===== config.mk =====
export PLATFORM = sky130hd
export DESIGN_NAME = rotl_pipe_flat
export DESIGN_NICKNAME = d
export VERILOG_FILES = /design/src/rtl/rot_pkg.sv /design/src/rtl/rotl_pipe_if.sv /design/src/rtl/rotl_stage.sv /design/src/rtl/rotl_pipe.sv /design/src/flat_wrapper.sv
export SDC_FILE = /design/constraint.sdc
export NUM_CORES = 1
export LEC_CHECK = 0
export ABC_AREA = 1
export CAP_MARGIN = 20
export CORE_MARGIN = 3
export CORE_UTILIZATION = 30
export CTS_CLUSTER_SIZE = 28
export DETAILED_ROUTE_END_ITERATION = 7
export PLACE_DENSITY = 0.52
export SYNTH_ARGS = -nofsm -noshare
export SYNTH_HDL_FRONTEND = slang
export SYNTH_SLANG_ARGS = --single-unit
export TNS_END_PERCENT = 20

===== constraint.sdc =====
create_clock -name clk -period 5.75 [get_ports clk]
set_clock_uncertainty 0.05 [all_clocks]
set_input_delay 0.575 -clock clk [delete_from_list [all_inputs] [get_ports clk]]
set_output_delay 0.575 -clock clk [all_outputs]
set_load 0.03 [all_outputs]

===== src/rtl/rot_pkg.sv =====
// Shared widths and operand types for the pipelined rotate-left unit.
package rot_pkg;

    localparam int unsigned ROT_W   = 32;
    localparam int unsigned ROT_SHW = $clog2(ROT_W);

    typedef logic [ROT_W-1:0]   rot_data_t;
    typedef logic [ROT_SHW-1:0] rot_amt_t;

endpackage : rot_pkg


===== src/rtl/rotl_pipe_if.sv =====
// Operand/result handshake bundle for rotl_pipe: producer-side and consumer-side valid/ready.
interface rotl_pipe_if
    import rot_pkg::*;
#(
    parameter int unsigned WIDTH = ROT_W,
    parameter int unsigned SHW   = $clog2(WIDTH)
);

    logic             in_valid;
    logic             in_ready;
    logic [WIDTH-1:0] in_data;
    logic [SHW-1:0]   in_amt;

    logic             out_valid;
    logic             out_ready;
    logic [WIDTH-1:0] out_data;

    // Pipeline side
    modport slave (
        input  in_valid,
        output in_ready,
        input  in_data,
        input  in_amt,
        output out_valid,
        input  out_ready,
        output out_data
    );

    // Environment side: feeds operands and consumes results
    modport master (
        output in_valid,
        input  in_ready,
        output in_data,
        output in_amt,
        input  out_valid,
        output out_ready,
        input  out_data
    );

endinterface : rotl_pipe_if


===== src/rtl/rotl_stage.sv =====
// One pipeline stage: conditionally rotates left by 2^K and registers valid/data/amount.
module rotl_stage
    import rot_pkg::*;
#(
    parameter int unsigned WIDTH = ROT_W,
    parameter int unsigned SHW   = $clog2(WIDTH),
    parameter int unsigned K     = 0
) (
    input  logic             clk,
    input  logic             rst,
    input  logic             i_en,
    input  logic             i_valid,
    input  logic [WIDTH-1:0] i_data,
    input  logic [SHW-1:0]   i_amt,
    output logic             o_valid,
    output logic [WIDTH-1:0] o_data,
    output logic [SHW-1:0]   o_amt
);

    localparam int unsigned SH = 1 << K;

    logic             r_valid;
    logic [WIDTH-1:0] r_data;
    logic [SHW-1:0]   r_amt;
    logic [WIDTH-1:0] w_rot;

    always_comb begin
        w_rot = i_data;
        if (i_amt[K]) begin
            w_rot = {i_data[WIDTH-1-SH:0], i_data[WIDTH-1:WIDTH-SH]};
        end
    end

    always_ff @(posedge clk or posedge rst) begin
        if (rst) begin
            r_valid <= 1'b0;
            r_data  <= '0;
            r_amt   <= '0;
        end else if (i_en) begin
            r_valid <= i_valid;
            r_data  <= w_rot;
            r_amt   <= i_amt;
        end
    end

    assign o_valid = r_valid;
    assign o_data  = r_data;
    assign o_amt   = r_amt;

endmodule : rotl_stage


===== src/rtl/rotl_pipe.sv =====
// Pipelined rotate-left: SHW conditional-rotate stages with a bubble-collapsing stall chain.
module rotl_pipe
    import rot_pkg::*;
#(
    parameter int unsigned WIDTH = ROT_W,
    parameter int unsigned SHW   = $clog2(WIDTH)
) (
    input  logic        clk,
    input  logic        rst,
    rotl_pipe_if.slave  bus
);

    // Index 0 is the pipeline input, index k+1 the output of stage k.
    logic             w_valid [SHW+1];
    logic [WIDTH-1:0] w_data  [SHW+1];
    logic [SHW-1:0]   w_amt   [SHW+1];
    logic [SHW-1:0]   w_en;
    logic             w_unused_amt;

    assign w_valid[0] = bus.in_valid;
    assign w_data[0]  = bus.in_data;
    assign w_amt[0]   = bus.in_amt;

    // A stage may load when it is empty or when everything downstream of it moves.
    always_comb begin
        w_en = '0;
        w_en[SHW-1] = ~w_valid[SHW] | bus.out_ready;
        for (int unsigned k = SHW - 1; k > 0; k--) begin
            w_en[k-1] = ~w_valid[k] | w_en[k];
        end
    end

    for (genvar k = 0; k < SHW; k++) begin : g_stage
        rotl_stage #(
            .WIDTH (WIDTH),
            .SHW   (SHW),
            .K     (k)
        ) u_stage (
            .clk     (clk),
            .rst     (rst),
            .i_en    (w_en[k]),
            .i_valid (w_valid[k]),
            .i_data  (w_data[k]),
            .i_amt   (w_amt[k]),
            .o_valid (w_valid[k+1]),
            .o_data  (w_data[k+1]),
            .o_amt   (w_amt[k+1])
        );
    end

    assign bus.in_ready  = w_en[0];
    assign bus.out_valid = w_valid[SHW];
    assign bus.out_data  = w_data[SHW];

    // The final amount has no consumer; it is carried only to keep stages uniform.
    assign w_unused_amt = ^w_amt[SHW];

    a_out_hold: assert property (
        @(posedge clk) disable iff (rst)
        (bus.out_valid && !bus.out_ready) |=> (bus.out_valid && $stable(bus.out_data))
    );

endmodule : rotl_pipe


===== src/flat_wrapper.sv =====
// flat-port wrapper written by rule: the top's interface ports become plain ports
module rotl_pipe_flat import rot_pkg::*;
#(
    parameter int unsigned WIDTH = ROT_W,
    parameter int unsigned SHW   = $clog2(WIDTH)
)
  (clk, rst, bus_in_valid, bus_in_ready, bus_in_data, bus_in_amt, bus_out_valid, bus_out_ready, bus_out_data);
  rotl_pipe_if #(.WIDTH(WIDTH), .SHW(SHW)) bus_i ();
  input  logic clk;
  input  logic rst;
  input wire logic [$bits(bus_i.in_valid)-1:0] bus_in_valid;
  output wire logic [$bits(bus_i.in_ready)-1:0] bus_in_ready;
  input wire logic [$bits(bus_i.in_data)-1:0] bus_in_data;
  input wire logic [$bits(bus_i.in_amt)-1:0] bus_in_amt;
  output wire logic [$bits(bus_i.out_valid)-1:0] bus_out_valid;
  input wire logic [$bits(bus_i.out_ready)-1:0] bus_out_ready;
  output wire logic [$bits(bus_i.out_data)-1:0] bus_out_data;
  assign bus_i.in_valid = bus_in_valid;
  assign bus_in_ready = bus_i.in_ready;
  assign bus_i.in_data = bus_in_data;
  assign bus_i.in_amt = bus_in_amt;
  assign bus_out_valid = bus_i.out_valid;
  assign bus_i.out_ready = bus_out_ready;
  assign bus_out_data = bus_i.out_data;
  rotl_pipe #(.WIDTH(WIDTH), .SHW(SHW)) u_core (.clk(clk), .rst(rst), .bus(bus_i));
endmodule

-- Word-level counts from Yosys, hierarchy flattened
Cells that the tools add are included.
- bitwise operators: 10
- muxes and demuxes: 5
- operators by type and width (kind ; number):
    $mux 32 ; 5
    $not 1->1 ; 5
    $or 1x1->1 ; 5
- output and inout port bits: 34
- bits in registers: 185
- input port bits: 41
- word-level logic and storage cells: 29

-- Longest topological paths before layout
- depth after elaboration: 6
- mapped depth: 8
- mapped depth without buffers: 6

-- Modules after synthesis
A second synthesis with hierarchy kept.
- cells, all modules: 1335
- area total of the unflattened synthesis: 9679.3 um^2
- by module, submodules not included (module ; seq. area each (um^2) ; area each (um^2) ; cells an instance ; times used):
    rotl_stage (u_core.g_stage[0].u_stage ...) ; 950.9 ; 1926.8 ; 265 ; 3
    rotl_stage (u_core.g_stage[2].u_stage ...) ; 950.9 ; 1925.6 ; 265 ; 2
    rotl_pipe ; 0.0 ; 47.5 ; 10 ; 1

-- Worst setup path before layout
OpenSTA, ideal clock, no wires.
- path kind: register to output
- start point: reg u_core.g_stage[4].u_stage.r_valid
- end point: out bus_in_ready
- required time: 5125 ps
- cell stages (with the launch flop): 6
- path slack: 3734 ps
- path buffers: 2
- arrival: 1391 ps
- cells stage by stage: dfrtp_1 -> buf_4 -> nand3_4 -> nor2_4 -> nand3_1 -> clkbuf_1
- longest elaborated chain between the ends: 6
- RTL lines (item ; RTL line ; source):
    start: declaration ; rotl_stage.sv:22 ; logic r_valid;
    start signal: assignment ; rotl_stage.sv:40 ; r_valid <= i_valid;
    $not 1->1 ; rotl_pipe.sv:27 ; w_en[SHW-1] = ~w_valid[SHW] | bus.out_ready;
    $or 1x1->1 ; rotl_pipe.sv:27 ;
    $or 1x1->1 (4 in series) ; rotl_pipe.sv:29 ; w_en[k-1] = ~w_valid[k] | w_en[k];
    end: declaration ; flat_wrapper.sv:12 ; output wire logic [$bits(bus_i.in_ready)-1:0] bus_in_ready;
No other way between the ends.

-- Final worst setup path
- start point: in bus_out_ready
- end point: out bus_in_ready
- longest elaborated chain between the ends: 5
- RTL lines (item ; RTL line ; source):
    start: declaration ; flat_wrapper.sv:16 ; input wire logic [$bits(bus_i.out_ready)-1:0] bus_out_ready;
    $or 1x1->1 ; rotl_pipe.sv:27 ;
    $or 1x1->1 (4 in series) ; rotl_pipe.sv:29 ;
No other way between the ends.

==> impl_metrics.py <==
metrics = {
    "timing": {
        "worst_pin_slew_ns": 0.979,
        "setup_viol": 0,
        "slew_headroom": 0.347,
        "setup_tns_ns": 0,
        "timing.fmax_mhz": 297,
        "slew_viol_final": 0,
        "period_share": 0.585,
        "fin_ws_ns": 2.39,
        "hold_viol_final": 0,
        "grt_setup_unrepaired": "no",
        "final.min_clock_period_ns": 3.36,
    },
    "critical_path": {
        "cp-start-kind": "primary input",
        "end_kind": "output port",
        "timing.rr.start": "u_core.g_stage[4].u_stage.o_valid",
        "r2r_end": "u_core.g_stage[1].u_stage.o_data[20]",
        "cp.depth": 6,
        "path_class": "in2out",
        "path_common_cell": "clkdlybuf4s50_1",
        "setup.worst_path.end": "bus_in_ready",
        "arrival_ns": 2.74,
        "critPathTopFamily": "buffers and inverters",
        "cp-startpoint": "bus_out_ready",
        "required_ns": 5.12,
        "slowest_stage": "clkdlybuf4s50_1",
        "crit_chain": "clkdlybuf4s50_1, inv_2, nand3_4, nor2_4, nand3_1, clkdlybuf4s50_1",
        "slowest_delay_ns": 0.66,
        "reg2reg_slack_ns": 2.91,
        "reg2regPathDepth": 7,
        "crit_buf_inv": 3,
        "critical_path.max_fanout": 52,
    },
    "clock_tree": {
        "ctsHoldBuffers": 0,
        "h-tree-depth": 4,
        "insertion_delay_ns": 0.43,
        "cts_tree": "built",
        "cts_made_buffers": 17,
        "clk_path_buf_depth": 2,
        "post-cts-setup-buffer-count": 0,
        "clock_sinks": 175,
        "root_buffer": "clkbuf_16",
        "clk_pin_slew_ns": 0.06,
        "cts_resized": 0,
    },
    "global_route": {
        "first_global_vias": 6232,
        "grt_max_degree": 100,
        "track_usage": 0.130,
        "overflow": 0,
        "antenna_found_initial": 0,
        "grt_pass1_wl_um": 32400,
    },
    "outcome": {
        "status": "finished clean",
    },
    "synth": {
        "synth_nets": 1083,
        "yosysTopAreaCell": "dfrtp_1",
        "yosysWarningCount": 0,
        "synth_cell_type_count": 19,
        "synthCells": 1042,
        "synth_top_family_by_area": "compound AO/OA/AOI/OAI gates",
        "synth_compound_area_frac": 0.195,
        "yosysMostFrequentCell": "nand2_1",
        "ys_seq_area_frac": 0.526,
        "synth_top_area_frac": 0.526,
        "synthXorXnorAreaFrac": 0,
        "netlist_top_cells_count": "nand2_1 (295), dfrtp_1 (175), o21ai_0 (170)",
        "syn_avg_cell_area_sq_um": 8.00,
        "synth.area.mux_share": 0,
        "synth-edff-count": 0,
        "async_flop_share": 1.00,
        "syn_area_sq_mm": 0.00833,
        "synth-main-ff-cell": "dfrtp_1",
        "synth_fa_ha_area_frac": 0,
        "synthSimpleGateAreaFrac": 0.185,
        "ys_seq_elements": 175,
        "synthTopCellsByArea": "dfrtp_1 (53%), nand2_1 (13%), o21ai_0 (10%)",
    },
    "detailed_routing": {
        "detail_route.wl_per_cell_um": 13.2,
        "ant_nets": 0,
        "drcViolationCount": 0,
        "drt-pass1-iter-count": 5,
        "drt_iter0_markers": 577,
        "drt-total-wl_um": 19200,
        "viasPerCell": 4.53,
        "num_vias": 6579,
    },
    "floorplan": {
        "ios": 75,
        "fp-row-count": 60,
        "die-area_sq_mm": 0.0298,
        "initial_core_util": 0.307,
        "die_h_um": 173,
        "core-area_sq_mm": 0.0271,
        "die_x_um": 173,
    },
    "power": {
        "p_per_area_mw_per_mm2": 445,
        "peakVddDrop_uv": 233,
        "leakage_nw": 4.60,
        "power.total_w": 0.00439,
    },
    "placed_design": {
        "dp_hpwl_um": 13200,
        "gp_congestion": 0.749,
        "place_ws_ns": 2.35,
        "port_buffers": 74,
        "place_area_sq_mm": 0.00931,
    },
    "hold_path": {
        "hold_depth": 1,
        "hp-class": "reg2reg",
    },
    "final_layout": {
        "nNetsFinal": 1110,
        "area_delta_synth_final_pct": 18.4,
        "diodes": 0,
        "design_area_sq_mm": 0.00986,
        "drive_gt1_frac": 0.0435,
    },
    "run": {
        "maxCapViolCount": 0,
    },
}
==> final cells by class <==
type	count	area (sq um)
clock buffers	23	488
clock inverters	7	37.5
fillers	2882	17200
inverters	130	493
multi-input cells	660	3160
flip-flops and latches	175	4380
well taps	372	465
repair buffers	85	838
==> cell families (layout without fill, tap and decap cells) <==
| group | count (synthesis) | after routing |
|---|---|---|
| AO/OA/AOI/OAI | 284 | 284 |
| buffers and inverters | 207 | 245 |
| flip-flops | 175 | 175 |
| AND/OR/NAND/NOR | 376 | 376 |
==> metrics by stage <==
step / utilization / instances / hold slack, ns
4_1_cts: 0.363 / 1451 / 0.444
5_1_grt: 0.364 / 1452 / 0.455
6_report: 0.364 / 1452 / 0.436
3_3_place_gp: 0.343 / 1421 / 0.424
2_1_floorplan: - / 1042 / 0.392
3_5_place_dp: 0.343 / 1421 / 0.426
==> metal layers <==
layer,track usage,up-vias,share of wire
met1,0.198,3012,0.53
met2,0.188,115,0.42
met3,0.0250,14,0.035
met5,0,-,0
met4,0.0382,0,0.013
li1,-,3438,-
==> sequential cells by signal (all words and copies together) (netlist names) <==
signal,count
u_core.g_stage.u_stage.o_valid,5
u_core.g_stage.u_stage.o_data,160
u_core.g_stage.u_stage.o_amt,10
==> worst register-to-register path, delay by kind of cell, from the launching register on <==
kind | cells | cell delay (ns)
buffers and inverters | 2 | 0.78
AND/OR/NAND/NOR | 4 | 1.19
AO/OA/AOI/OAI | 1 | 0.09
flip-flops | 1 | 0.58
==> worst min path at each step <==
stage | startpoint | to
2_1_floorplan | u_core.g_stage[0].u_stage.o_amt[2] | u_core.g_stage[1].u_stage.o_amt[2]
5_1_grt | u_core.g_stage[4].u_stage.o_data[22] | u_core.g_stage[4].u_stage.o_data[22]
3_5_place_dp | u_core.g_stage[0].u_stage.o_amt[4] | u_core.g_stage[1].u_stage.o_amt[4]
6_report | u_core.g_stage[4].u_stage.o_data[15] | u_core.g_stage[4].u_stage.o_data[15]
4_1_cts | u_core.g_stage[4].u_stage.o_data[15] | u_core.g_stage[4].u_stage.o_data[15]
3_3_place_gp | u_core.g_stage[4].u_stage.o_data[18] | u_core.g_stage[4].u_stage.o_data[18]
==> cells in the final DEF (no fill, tap or decap), drive strengths merged, types with 6 or more instances in the layout <==
cell type / count
buf: 12
clkbuf: 23
o211ai: 56
inv: 130
o21a: 24
clkinv: 6
nor2: 33
nand2: 295
nand4: 36
a21oi: 32
o21ai: 172
dfrtp: 175
nand3: 11
clkdlybuf4s50: 73
==> where the power goes <==
part | internal, W | leakage [nW] | switching, W
combinational | 0.000545 | 2.24 | 0.000914
sequential | 0.00163 | 2.09 | 0.000249
clock | 0.000589 | 0.264 | 0.000460
total | 0.00276 | 4.60 | 0.00162
Note: power is estimated with default switching activity, not from simulation.
